### src/rtl/button_conditioner.sv
// button_conditioner
//   Turns one raw pushbutton pin into a clean debounced level plus
//   single-cycle press, release and hold strobes. The raw pin is
//   synchronised through two flops and then a four-state debounce FSM
//   decides when a change has been stable long enough to accept.
//
//   `release` is a reserved word in SystemVerilog, so the release strobe
//   is exposed as release_pulse.
//
//   debug_state mirrors the FSM state register for observation.
//
//   All strobes use the same rule: a pulse is high for exactly one clock,
//   is registered, and has no handshake. Consumers must sample it every
//   cycle.

module button_conditioner #(
  parameter int DEBOUNCE_CYCLES = 500000,
  parameter int HOLD_CYCLES     = 0,
  parameter int ACTIVE_LOW      = 1
) (
  input  logic       clock,
  input  logic       reset,
  input  logic       btn_raw,
  output logic       level,
  output logic       press,
  output logic       release_pulse,
  output logic       hold,
  output logic [1:0] debug_state
);

  // Counter widths. The hold counter keeps at least one bit so the design
  // still elaborates when hold is disabled.
  localparam int CW = $clog2(DEBOUNCE_CYCLES + 1);
  localparam int HW = (HOLD_CYCLES > 0) ? $clog2(HOLD_CYCLES + 1) : 1;

  localparam logic [CW-1:0] CNT_ONE   = CW'(1);
  localparam logic [CW-1:0] CNT_ZERO  = CW'(0);
  localparam logic [CW-1:0] CNT_LAST  = CW'(DEBOUNCE_CYCLES - 1);
  localparam logic [HW-1:0] HOLD_ONE  = HW'(1);
  localparam logic [HW-1:0] HOLD_ZERO = HW'(0);
  localparam logic [HW-1:0] HOLD_LAST = HW'(HOLD_CYCLES);
  localparam logic [HW-1:0] HOLD_PRE  = HW'(HOLD_CYCLES - 1);

  // Pin value that means "pressed".
  localparam logic PRESSED_POL  = (ACTIVE_LOW != 0) ? 1'b0 : 1'b1;
  localparam logic RELEASED_POL = ~PRESSED_POL;

  typedef enum logic [1:0] {
    IDLE         = 2'd0,
    PRESS_WAIT   = 2'd1,
    PRESSED      = 2'd2,
    RELEASE_WAIT = 2'd3
  } state_t;

  // Synchroniser flops.
  logic s1;
  logic s2;
  logic p;

  // FSM state and counters.
  state_t        state;
  state_t        state_next;
  logic [CW-1:0] cnt;
  logic [CW-1:0] cnt_next;
  logic [HW-1:0] hold_cnt;
  logic [HW-1:0] hold_cnt_next;

  // Next values of the registered outputs.
  logic level_next;
  logic press_next;
  logic release_next;
  logic hold_next;

  // Two-flop synchroniser. It resets to the released polarity, so a button
  // held through reset is seen as a fresh press and is re-debounced.
  always_ff @(posedge clock) begin
    if (reset) begin
      s1 <= RELEASED_POL;
      s2 <= RELEASED_POL;
    end else begin
      s1 <= btn_raw;
      s2 <= s1;
    end
  end

  assign p = (s2 == PRESSED_POL);

  // State, counter and output registers.
  always_ff @(posedge clock) begin
    if (reset) begin
      state         <= IDLE;
      cnt           <= CNT_ZERO;
      hold_cnt      <= HOLD_ZERO;
      level         <= 1'b0;
      press         <= 1'b0;
      release_pulse <= 1'b0;
      hold          <= 1'b0;
    end else begin
      state         <= state_next;
      cnt           <= cnt_next;
      hold_cnt      <= hold_cnt_next;
      level         <= level_next;
      press         <= press_next;
      release_pulse <= release_next;
      hold          <= hold_next;
    end
  end

  // Next-state and output decode for the debounce FSM.
  // cnt counts consecutive stable samples of the candidate level. It starts
  // at 1 on the sample that first disagrees with the accepted level, so the
  // change is accepted on the DEBOUNCE_CYCLES-th stable sample.
  // hold_cnt only advances while the FSM is in PRESSED and saturates at
  // HOLD_CYCLES, which limits hold to one pulse per press.
  always_comb begin
    state_next    = state;
    cnt_next      = cnt;
    hold_cnt_next = hold_cnt;
    level_next    = level;
    press_next    = 1'b0;
    release_next  = 1'b0;
    hold_next     = 1'b0;

    unique case (state)
      IDLE: begin
        level_next = 1'b0;
        if (p) begin
          state_next = PRESS_WAIT;
          cnt_next   = CNT_ONE;
        end
      end

      PRESS_WAIT: begin
        if (!p) begin
          // Bounce: go back without emitting a pulse.
          state_next = IDLE;
          cnt_next   = CNT_ZERO;
        end else if (cnt == CNT_LAST) begin
          state_next    = PRESSED;
          cnt_next      = CNT_ZERO;
          hold_cnt_next = HOLD_ZERO;
          level_next    = 1'b1;
          press_next    = 1'b1;
        end else begin
          cnt_next = cnt + CNT_ONE;
        end
      end

      PRESSED: begin
        level_next = 1'b1;
        if (!p) begin
          state_next = RELEASE_WAIT;
          cnt_next   = CNT_ONE;
        end else if ((HOLD_CYCLES != 0) && (hold_cnt != HOLD_LAST)) begin
          hold_cnt_next = hold_cnt + HOLD_ONE;
          if (hold_cnt == HOLD_PRE) begin
            hold_next = 1'b1;
          end
        end
      end

      RELEASE_WAIT: begin
        // level stays high until the release is accepted. hold_cnt is
        // frozen here and resumes if the release turns out to be a bounce.
        if (p) begin
          state_next = PRESSED;
          cnt_next   = CNT_ZERO;
        end else if (cnt == CNT_LAST) begin
          state_next   = IDLE;
          cnt_next     = CNT_ZERO;
          level_next   = 1'b0;
          release_next = 1'b1;
        end else begin
          cnt_next = cnt + CNT_ONE;
        end
      end

      default: begin
        state_next = IDLE;
        cnt_next   = CNT_ZERO;
        level_next = 1'b0;
      end
    endcase
  end

  assign debug_state = state;

endmodule

### config.mk
export PLATFORM = sky130hd
export DESIGN_NAME = button_conditioner
export DESIGN_NICKNAME = d
export VERILOG_FILES = /design/src/rtl/button_conditioner.sv
export SDC_FILE = /design/constraint.sdc
export NUM_CORES = 1
export LEC_CHECK = 0
export BUFFER_PORTS_ARGS = -buffer_cell sky130_fd_sc_hd__buf_2
export CORE_AREA = 2 2 79 81
export CTS_CLUSTER_SIZE = 14
export DETAILED_ROUTE_END_ITERATION = 7
export DIE_AREA = 0 0 81 83
export PLACE_DENSITY = 0.37
export SETUP_SLACK_MARGIN = 0.15
export SYNTH_ARGS = -nofsm -noshare
export SYNTH_HDL_FRONTEND = slang
export SYNTH_SLANG_ARGS = --single-unit
### constraint.sdc
create_clock -name clock -period 2.65 [get_ports clock]
set_input_delay 0.3975 -clock clock [delete_from_list [all_inputs] [get_ports clock]]
set_output_delay 0.3975 -clock clock [all_outputs]
set_load 0.01 [all_outputs]
==> impl_metrics.json, run 1 <==
{
  "status": "finished, final reports clean",
  "vias": 1244,
  "diodes": 0,
  "ant_nets": 0,
  "cts_max_level": 1,
  "min_path_cells": 2,
  "worst_slack_ns": 0.313,
  "path_clk_slew_ns": 0.10,
  "syn_to_final_growth_pct": 10.5,
  "yosys.area.top_type": "dfxtp_1",
  "cp-start-kind": "register",
  "p_per_area_mw_per_mm2": 662,
  "fill_cells": 669,
  "cts_setup_buffers": 0,
  "clock-root-buffer": "clkbuf_8",
  "clock.fmax_mhz": 428,
  "cts_buffer_depth": 2,
  "netlist-cell-type-count": 38,
  "dp_hpwl_um": 2360,
  "std_cell_rows": 28,
  "tritoncts": "built",
  "fin_area_sq_mm": 0.00155,
  "synth_ff_type": "dfxtp_1",
  "dpl-instance-area_sq_mm": 0.00150,
  "critical_path_class": "reg2reg",
  "p_leak_nw": 0.552,
  "finalCritPeriodShare_pct": 88.2,
  "slew_violations": 0,
  "numCtsBuffers": 3,
  "avgSynthCellArea_sq_um": 7.99,
  "endpoint_kind": "register",
  "reg2regPathDepth": 6,
  "finalHoldViolCount": 0,
  "wl_per_cell_um": 12.6,
  "async_flop_share_pct": 0,
  "hold_buffers": 0,
  "core_sq_mm": 0.00582,
  "dieArea_sq_mm": 0.00672,
  "clock_latency_ns": 0.27,
  "period_needed_ns": 2.34,
  "required_ns": 2.87,
  "maxCapViolations": 0,
  "hold_ws_ns": 0.302,
  "io_buffers": 7,
  "ys_top_cells_by_area": "dfxtp_1 (37%), nand3_1 (5.3%), nor2_1 (5.1%)",
  "cts.sinks": 26,
  "layout-drive-gt1-share_pct": 9.39,
  "grt_pass1_vias": 1160,
  "yosysWarnings": 0,
  "tns_ns": 0,
  "synth-edff-count": 0,
  "track_usage_pct": 10.6,
  "ctsResizeCount": 0,
  "io_pins": 9,
  "gp_congestion": 0.784,
  "synthCells": 176,
  "min_path_type": "in2reg",
  "drc_errors": 0,
  "critical_path_arrival_ns": 2.56,
  "vdd_drop_max_v": 0.000227,
  "rsz0062_at_grt": "no",
  "drt-initial-drc-count": 59,
  "power_mw": 1.03,
  "synth_top_area_share_pct": 37.0,
  "wirelength_um": 3230,
  "syn_area_sq_mm": 0.00141,
  "post_drt_via_cell_ratio": 4.86,
  "dr.pass1.iters": 4,
  "slew_headroom_pct": 28.8,
  "dpl_worst_slack_ns": 0.349,
  "die_w_um": 81,
  "grt_pass1_wl_um": 5750,
  "synth_nets": 184,
  "setup_viol": 0,
  "ys_seq_area_share_pct": 37.0,
  "worst_pin_slew_ns": 1.06,
  "finalClockSkew_ns": 0.00420,
  "synth_seq_cells": 26,
  "antenna_found_initial": 0,
  "final_nets": 190,
  "initial_utilization_pct": 24.2,
  "path_max_fanout": 14,
  "die_height_um": 83,
  "grt_max_degree": 17,
  "grt_overflow_total": 0
}
metrics by stage:
stage | utilization, % | std cells
global route | 26.7 | 256
CTS | 26.7 | 256
global placement | 25.8 | 252
finish | 26.7 | 256
floorplan | - | 176
detailed placement | 25.8 | 252
synthesized netlist by cell type (3+ instances only):
library cell	number
a21o_1	4
a21oi_1	9
a31oi_1	4
and2_1	3
clkbuf_1	3
dfxtp_1	26
ha_1	5
inv_1	6
mux2i_1	4
nand2_1	18
nand3_1	15
nand4_1	7
nor2_1	19
nor3_1	7
o21ai_0	5
o21ai_1	3
o31ai_1	3
or3_1	8
cell families (layout without fill, tap and decap cells):
| logic type | count (synthesis) | in the layout | share of synthesized area, % |
|---|---|---|---|
| DFF | 26 | 26 | 37.0 |
| buffers and inverters | 14 | 19 | 5.25 |
| adders and majority gates | 5 | 5 | 4.45 |
| and+or+nand+nor | 90 | 90 | 33.6 |
| muxes | 5 | 5 | 3.65 |
| other | 1 | 1 | 0.267 |
| AOI/OAI and AO/OA | 35 | 35 | 15.7 |
worst max-delay path, cell delays in order, from the launching register on:
cell and delay (ns):
dfxtp_1 0.45, ha_1 0.25, mux2i_1 0.16, or2_1 0.33, a211o_1 0.49, or4_1 0.52
nand2_1 0.07
final cells by class:
class                      instances  area [sq um]  area share (%)
multi-input combinational        136           812            52.3
clock buffer                       4          55.1            3.54
timing repair buffer               9          50.0            3.22
tap                               75          93.8            6.04
inverter                           6          22.5            1.45
sequential                        26           520            33.5
where the power goes:
group	internal, mW	total [mW]	switching [mW]	leakage [nW]
clock network	0.133	0.264	0.131	0.0288
registers	0.420	0.453	0.0325	0.211
logic	0.123	0.311	0.188	0.313
per-layer routing:
metal | GRT usage, % | routed length [um] | vias to the layer above
met5 | 0 | 0 | -
met4 | 3.24 | 29 | 0
met3 | 1.96 | 93 | 2
met2 | 15.8 | 1430 | 21
met1 | 15.4 | 1680 | 572
li1 | - | - | 649
placed cells by master (no fill, tap or decap), types with 3 or more instances in the layout:
| cell | n |
|---|---|
| a21o_1 | 4 |
| a21oi_1 | 9 |
| a31oi_1 | 4 |
| and2_1 | 3 |
| buf_2 | 7 |
| clkbuf_8 | 4 |
| dfxtp_1 | 26 |
| ha_1 | 5 |
| inv_1 | 6 |
| mux2i_1 | 4 |
| nand2_1 | 18 |
| nand3_1 | 15 |
| nand4_1 | 7 |
| nor2_1 | 19 |
| nor3_1 | 7 |
| o21ai_0 | 5 |
| o21ai_1 | 3 |
| o31ai_1 | 3 |
| or3_1 | 8 |
registers in the layout (all words and copies together), names as in the netlist, named ones only:
name,cells
cnt,19
debug_state,1
level,1
press,1
release_pulse,1
s1,1
s2,1
final timing paths:
kind	startpoint	to	slack, ns
setup / recovery	debug_state[0]	cnt[5]	0.31
hold / removal	btn_raw	s1	0.30
hold reg to reg	s1	s2	0.42
setup reg to reg	debug_state[0]	cnt[5]	0.31
Note: power is estimated with default switching activity, not from simulation.
==> run 2, diff against run 1 <==
--- a/config.mk
+++ b/config.mk
@@ -6,11 +6,12 @@
 export NUM_CORES = 1
 export LEC_CHECK = 0
 export BUFFER_PORTS_ARGS = -buffer_cell sky130_fd_sc_hd__buf_2
-export CORE_AREA = 2 2 79 81
+export CORE_AREA = 2 2 52 54
 export CTS_CLUSTER_SIZE = 14
 export DETAILED_ROUTE_END_ITERATION = 7
-export DIE_AREA = 0 0 81 83
-export PLACE_DENSITY = 0.37
+export DIE_AREA = 0 0 54 56
+export PLACE_DENSITY = 0.74
+export REMOVE_ABC_BUFFERS = 1
 export SETUP_SLACK_MARGIN = 0.15
 export SYNTH_ARGS = -nofsm -noshare
 export SYNTH_HDL_FRONTEND = slang
==> constraint.sdc (replaced) <==
create_clock -name clock -period 2.18 [get_ports clock]
set_input_delay 0.327 -clock clock [delete_from_list [all_inputs] [get_ports clock]]
set_output_delay 0.327 -clock clock [all_outputs]
set_load 0.01 [all_outputs]
==> impl_metrics.json, run 2 (synthesis gave the netlist of run 1 again) <==
{
  "clock_latency_ns": 0.32,
  "critical_path_arrival_ns": 2.19,
  "multi_input_area_sq_um": 836,
  "layout-drive-gt1-share_pct": 17.6,
  "ant_nets": 0,
  "seqCellArea_sq_um": 529,
  "wl_per_cell_um": 14.1,
  "min_path_type": "in2reg",
  "required_ns": 2.38,
  "fill_cells": 212,
  "period_needed_ns": 1.99,
  "final_common_cell": "dfxtp_1",
  "vdd_drop_max_v": 0.000709,
  "drc_errors": 0,
  "status": "finished, final reports clean",
  "numCtsBuffers": 3,
  "wirelength_um": 3070,
  "rsz0062_at_grt": "yes",
  "critical_path_class": "reg2reg",
  "slowest_delay_ns": 0.38,
  "worstSetupPathDepth": 7,
  "setup_viol": 0,
  "largest_register_ffs": 19,
  "grt_pass1_vias": 1147,
  "cts.sinks": 26,
  "regMostFlops": "cnt",
  "tritoncts": "built",
  "std_cell_rows": 18,
  "reg2reg_slack_ns": 0.19,
  "diodes": 0,
  "dp.cells": 215,
  "grt_max_degree": 17,
  "p_leak_nw": 0.579,
  "dp_hpwl_um": 2170,
  "path_clk_slew_ns": 0.13,
  "drt-initial-drc-count": 51,
  "clock-root-buffer": "clkbuf_4",
  "path_max_fanout": 5,
  "finalHoldViolCount": 0,
  "post_drt_via_cell_ratio": 6.06,
  "die_height_um": 56,
  "io_pins": 9,
  "slew_violations": 0,
  "path_delay_family": "compound AO/OA/AOI/OAI gates",
  "tns_ns": 0,
  "reg2regPathDepth": 7,
  "final_cell_mix": "dfxtp_1 (23), nor2_1 (19), nand2_1 (18)",
  "finalCritPeriodShare_pct": 91.4,
  "maxCapViolations": 0,
  "cts_max_level": 1,
  "grt_overflow_total": 0,
  "dr.pass1.iters": 4,
  "finalClockSkew_ns": 0.00632,
  "endpoint_kind": "register",
  "worstPathCellList": "ha_2 -> nand4_1 -> nor4b_2 -> buf_4 -> a31o_2 -> a21oi_1 -> a311oi_1",
  "gp_congestion": 0.918,
  "syn_to_final_growth_pct": 10.8,
  "grt_pass1_wl_um": 5170,
  "track_usage_pct": 22.4,
  "vias": 1321,
  "dieArea_sq_mm": 0.00302,
  "path_buf_inv": 1,
  "antenna_found_initial": 0,
  "die_w_um": 54,
  "io_buffers": 7,
  "clock.fmax_mhz": 502,
  "cts_setup_buffers": 0,
  "core_sq_mm": 0.00243,
  "worstSetupStartpoint": "cnt[1]",
  "final_nets": 198,
  "hold_buffers": 0,
  "r2r_start": "cnt[1]",
  "p_per_area_mw_per_mm2": 787,
  "cp_slowest_cell": "dfxtp_1",
  "cts_buffer_depth": 2,
  "fin_cells": 218,
  "initial_utilization_pct": 57.8,
  "cp-start-kind": "register"
}
==> run 2: stage by stage <==
stage / cell area, sq um / worst slack (ns) / util (%) / power [mW] / hold WS, ns
2_1_floorplan: 1360 / 0.0890 / - / 0.831 / 0.389
3_3_place_gp: 1500 / 0.212 / 61.8 / 0.968 / 0.391
3_5_place_dp: 1500 / 0.138 / 61.8 / 0.981 / 0.400
4_1_cts: 1530 / 0.171 / 62.9 / 1.18 / 0.174
5_1_grt: 1560 / 0.110 / 64.0 / 1.32 / 0.176
6_report: 1560 / 0.187 / 64.0 / 1.23 / 0.180
==> run 2: worst reg2reg max path, stage by stage (launching register included) <==
cell and delay, ns:
dfxtp_1 0.38, ha_2 0.23, nand4_1 0.16, nor4b_2 0.31, buf_4 0.19, a31o_2 0.19, a21oi_1 0.08, a311oi_1 0.34
==> run 2: where the power goes <==
group | switching [mW] | leakage [nW] | internal, mW
combinational | 0.244 | 0.353 | 0.211
clock | 0.135 | 0.0138 | 0.0648
sequential | 0.0480 | 0.212 | 0.523
total | 0.427 | 0.579 | 0.799
==> run 2: cell type report <==
type / count / share of cell area (%)
repair buffers: 17 / 7.07
inverters: 6 / 1.45
multi-input cells: 136 / 53.7
flip-flops and latches: 26 / 34.0
clock buffers: 3 / 1.45
well taps: 30 / 2.41
==> run 2: how the worst min path moves through the flow <==
stage / cells past startpoint / start / slack, ns / endpoint
global placement: 1 / s1 / 0.39 / s2
detailed placement: 1 / s1 / 0.40 / s2
CTS: 2 / btn_raw / 0.17 / s1
finish: 2 / btn_raw / 0.18 / s1
floorplan: 1 / s1 / 0.39 / s2
global route: 2 / btn_raw / 0.18 / s1
==> run 2: routing by layer <==
layer | vias to the layer above | share of wire (%) | global-route usage (%)
li1 | 663 | - | -
met1 | 609 | 48 | 32.6
met2 | 45 | 44 | 32.8
met3 | 4 | 6.7 | 5.65
met4 | 0 | 1.1 | 5.36
met5 | - | 0 | 0
==> run 2: what timing repair did <==
item / 4_1_cts / 5_1_grt
hold endpoints to repair: 0 / 0
setup endpoints to repair: 6 / 10
gates resized for setup: 2 / 10
pin swaps: 0 / 0
==> run 3, diff against run 2 <==
--- a/config.mk
+++ b/config.mk
@@ -11,8 +11,10 @@
 export DETAILED_ROUTE_END_ITERATION = 7
 export DIE_AREA = 0 0 54 56
 export PLACE_DENSITY = 0.74
+export RECOVER_POWER = 100
 export REMOVE_ABC_BUFFERS = 1
 export SETUP_SLACK_MARGIN = 0.15
 export SYNTH_ARGS = -nofsm -noshare
 export SYNTH_HDL_FRONTEND = slang
 export SYNTH_SLANG_ARGS = --single-unit
+export TNS_END_PERCENT = 20
==> impl_metrics.json, run 3 (synthesis gave the netlist of run 1 again) <==
{
  "finalHoldViolCount": 0,
  "setup_viol": 0,
  "p_sw_mw": 0.424,
  "swShare_pct": 35.1,
  "min_path_type": "in2reg",
  "path_clk_slew_ns": 0.13,
  "fin_cells": 218,
  "tns_ns": 0,
  "p_clk_share_pct": 16.7,
  "period_needed_ns": 1.99,
  "antenna_found_initial": 0,
  "critical_path_class": "reg2reg",
  "cts_max_level": 1,
  "rsz0062_at_grt": "yes",
  "core_sq_mm": 0.00243,
  "cp-start-kind": "register",
  "r2r_start": "cnt[1]",
  "grt_pass1_wl_um": 5170,
  "status": "finished, final reports clean",
  "largest_register_ffs": 19,
  "gp_congestion": 0.918,
  "finalClockSkew_ns": 0.00472,
  "wirelength_um": 3060,
  "grt_max_degree": 17,
  "dp.cells": 215,
  "cts_setup_buffers": 0,
  "regMostFlops": "cnt",
  "die_w_um": 54,
  "slew_violations": 0,
  "maxCapViolations": 0,
  "final_common_cell": "dfxtp_1",
  "die_height_um": 56,
  "vdd_drop_max_v": 0.000704,
  "cts_buffer_depth": 2,
  "tritoncts": "built",
  "internal_power_mw": 0.784,
  "fill_cells": 221,
  "reg2reg_slack_ns": 0.19,
  "hold_ws_ns": 0.179,
  "final_nets": 198,
  "critical_path_arrival_ns": 2.19,
  "drt-initial-drc-count": 43,
  "fin_area_sq_mm": 0.00154,
  "clock.fmax_mhz": 502,
  "diodes": 0,
  "finalCritPeriodShare_pct": 91.4,
  "grt_overflow_total": 0,
  "wl_per_cell_um": 14.0,
  "seq_power_share_pct": 47.2,
  "grt_pass1_vias": 1147,
  "p_leak_nw": 0.550,
  "layout-drive-gt1-share_pct": 13.8,
  "required_ns": 2.38,
  "drc_errors": 0,
  "ant_nets": 0,
  "dr.pass1.iters": 4,
  "p_per_area_mw_per_mm2": 785,
  "track_usage_pct": 22.4,
  "std_cell_rows": 18,
  "dieArea_sq_mm": 0.00302,
  "initial_utilization_pct": 57.8,
  "pwr-share-comb_pct": 36.1,
  "clock-root-buffer": "clkbuf_4",
  "syn_to_final_growth_pct": 9.43,
  "io_buffers": 7,
  "clock_latency_ns": 0.32,
  "worstSetupStartpoint": "cnt[1]",
  "io_pins": 9,
  "dp_hpwl_um": 2170,
  "vias": 1331,
  "cts.sinks": 26,
  "dpl-instance-area_sq_mm": 0.00150,
  "path_max_fanout": 5,
  "post_drt_via_cell_ratio": 6.11,
  "min_from": "btn_raw",
  "final_cell_mix": "dfxtp_1 (23), nor2_1 (19), nand2_1 (18)",
  "endpoint_kind": "register",
  "numCtsBuffers": 3
}
[run 3: cell types whose count changed in the layout (fill, tap and decap cells not counted)]
| cell | previous run | this run |
|---|---|---|
| o21ai_0 | 5 | 7 |
| o311ai_0 | 0 | 1 |
| o21ai_1 | 3 | 1 |
| mux2_4 | 1 | 0 |
| buf_2 | 7 | 3 |
| mux2_1 | 0 | 1 |
| o311ai_1 | 1 | 0 |
| buf_4 | 10 | 7 |
| clkbuf_2 | 0 | 1 |
| clkbuf_1 | 0 | 6 |
[run 3: worst max-delay path, cell delays in order (launching register included)]
cell	delay, ns
dfxtp_1	0.38
ha_2	0.23
nand4_1	0.16
nor4b_2	0.30
buf_4	0.18
a31o_2	0.19
a21oi_1	0.08
a311oi_1	0.35
[run 3: area by class of cell]
| class | instances | area (sq um) | area share (%) |
|---|---|---|---|
| repair buffers | 17 | 95.1 | 6.18 |
| flip-flops and latches | 26 | 529 | 34.4 |
| clock buffers | 3 | 22.5 | 1.46 |
| inverters | 6 | 22.5 | 1.46 |
| well taps | 30 | 37.5 | 2.44 |
| multi-input cells | 136 | 832 | 54.1 |
[run 3: path summary, 6_finish.rpt]
kind,depth (start not counted),end
setup / recovery,7,register
hold / removal,2,s1
setup reg to reg,7,register
hold reg to reg,1,s2
[run 3: repair_timing]
| item | 4_1_cts | 5_1_grt |
|---|---|---|
| resized for setup | 2 | 10 |
| hold buffers | 0 | 0 |
| endpoints found under the setup margin | 6 | 10 |
[run 3: metal layers]
| metal | vias up | part of all wire, % | GRT usage (%) |
|---|---|---|---|
| met4 | 0 | 1.1 | 5.36 |
| met3 | 4 | 7.1 | 5.65 |
| met5 | - | 0 | 0 |
| met1 | 617 | 47 | 32.6 |
| li1 | 665 | - | - |
| met2 | 45 | 45 | 32.8 |
[run 3: metrics by stage]
stage | setup slack (ns) | total power [mW] | util [%]
after floorplan | 0.0890 | 0.831 | -
after global placement | 0.212 | 0.968 | 61.8
after detailed placement | 0.138 | 0.981 | 61.8
after CTS | 0.171 | 1.18 | 62.9
after global routing | 0.0987 | 1.30 | 63.3
final | 0.187 | 1.21 | 63.3
[run 3: power groups by stage]
stage | sequential [mW] | combinational [mW] | clock [mW]
floorplan | 0.568 | 0.263 | 0
global placement | 0.557 | 0.411 | 0
detailed placement | 0.562 | 0.419 | 0
CTS | 0.553 | 0.424 | 0.207
global route | 0.579 | 0.498 | 0.226
finish | 0.571 | 0.436 | 0.201
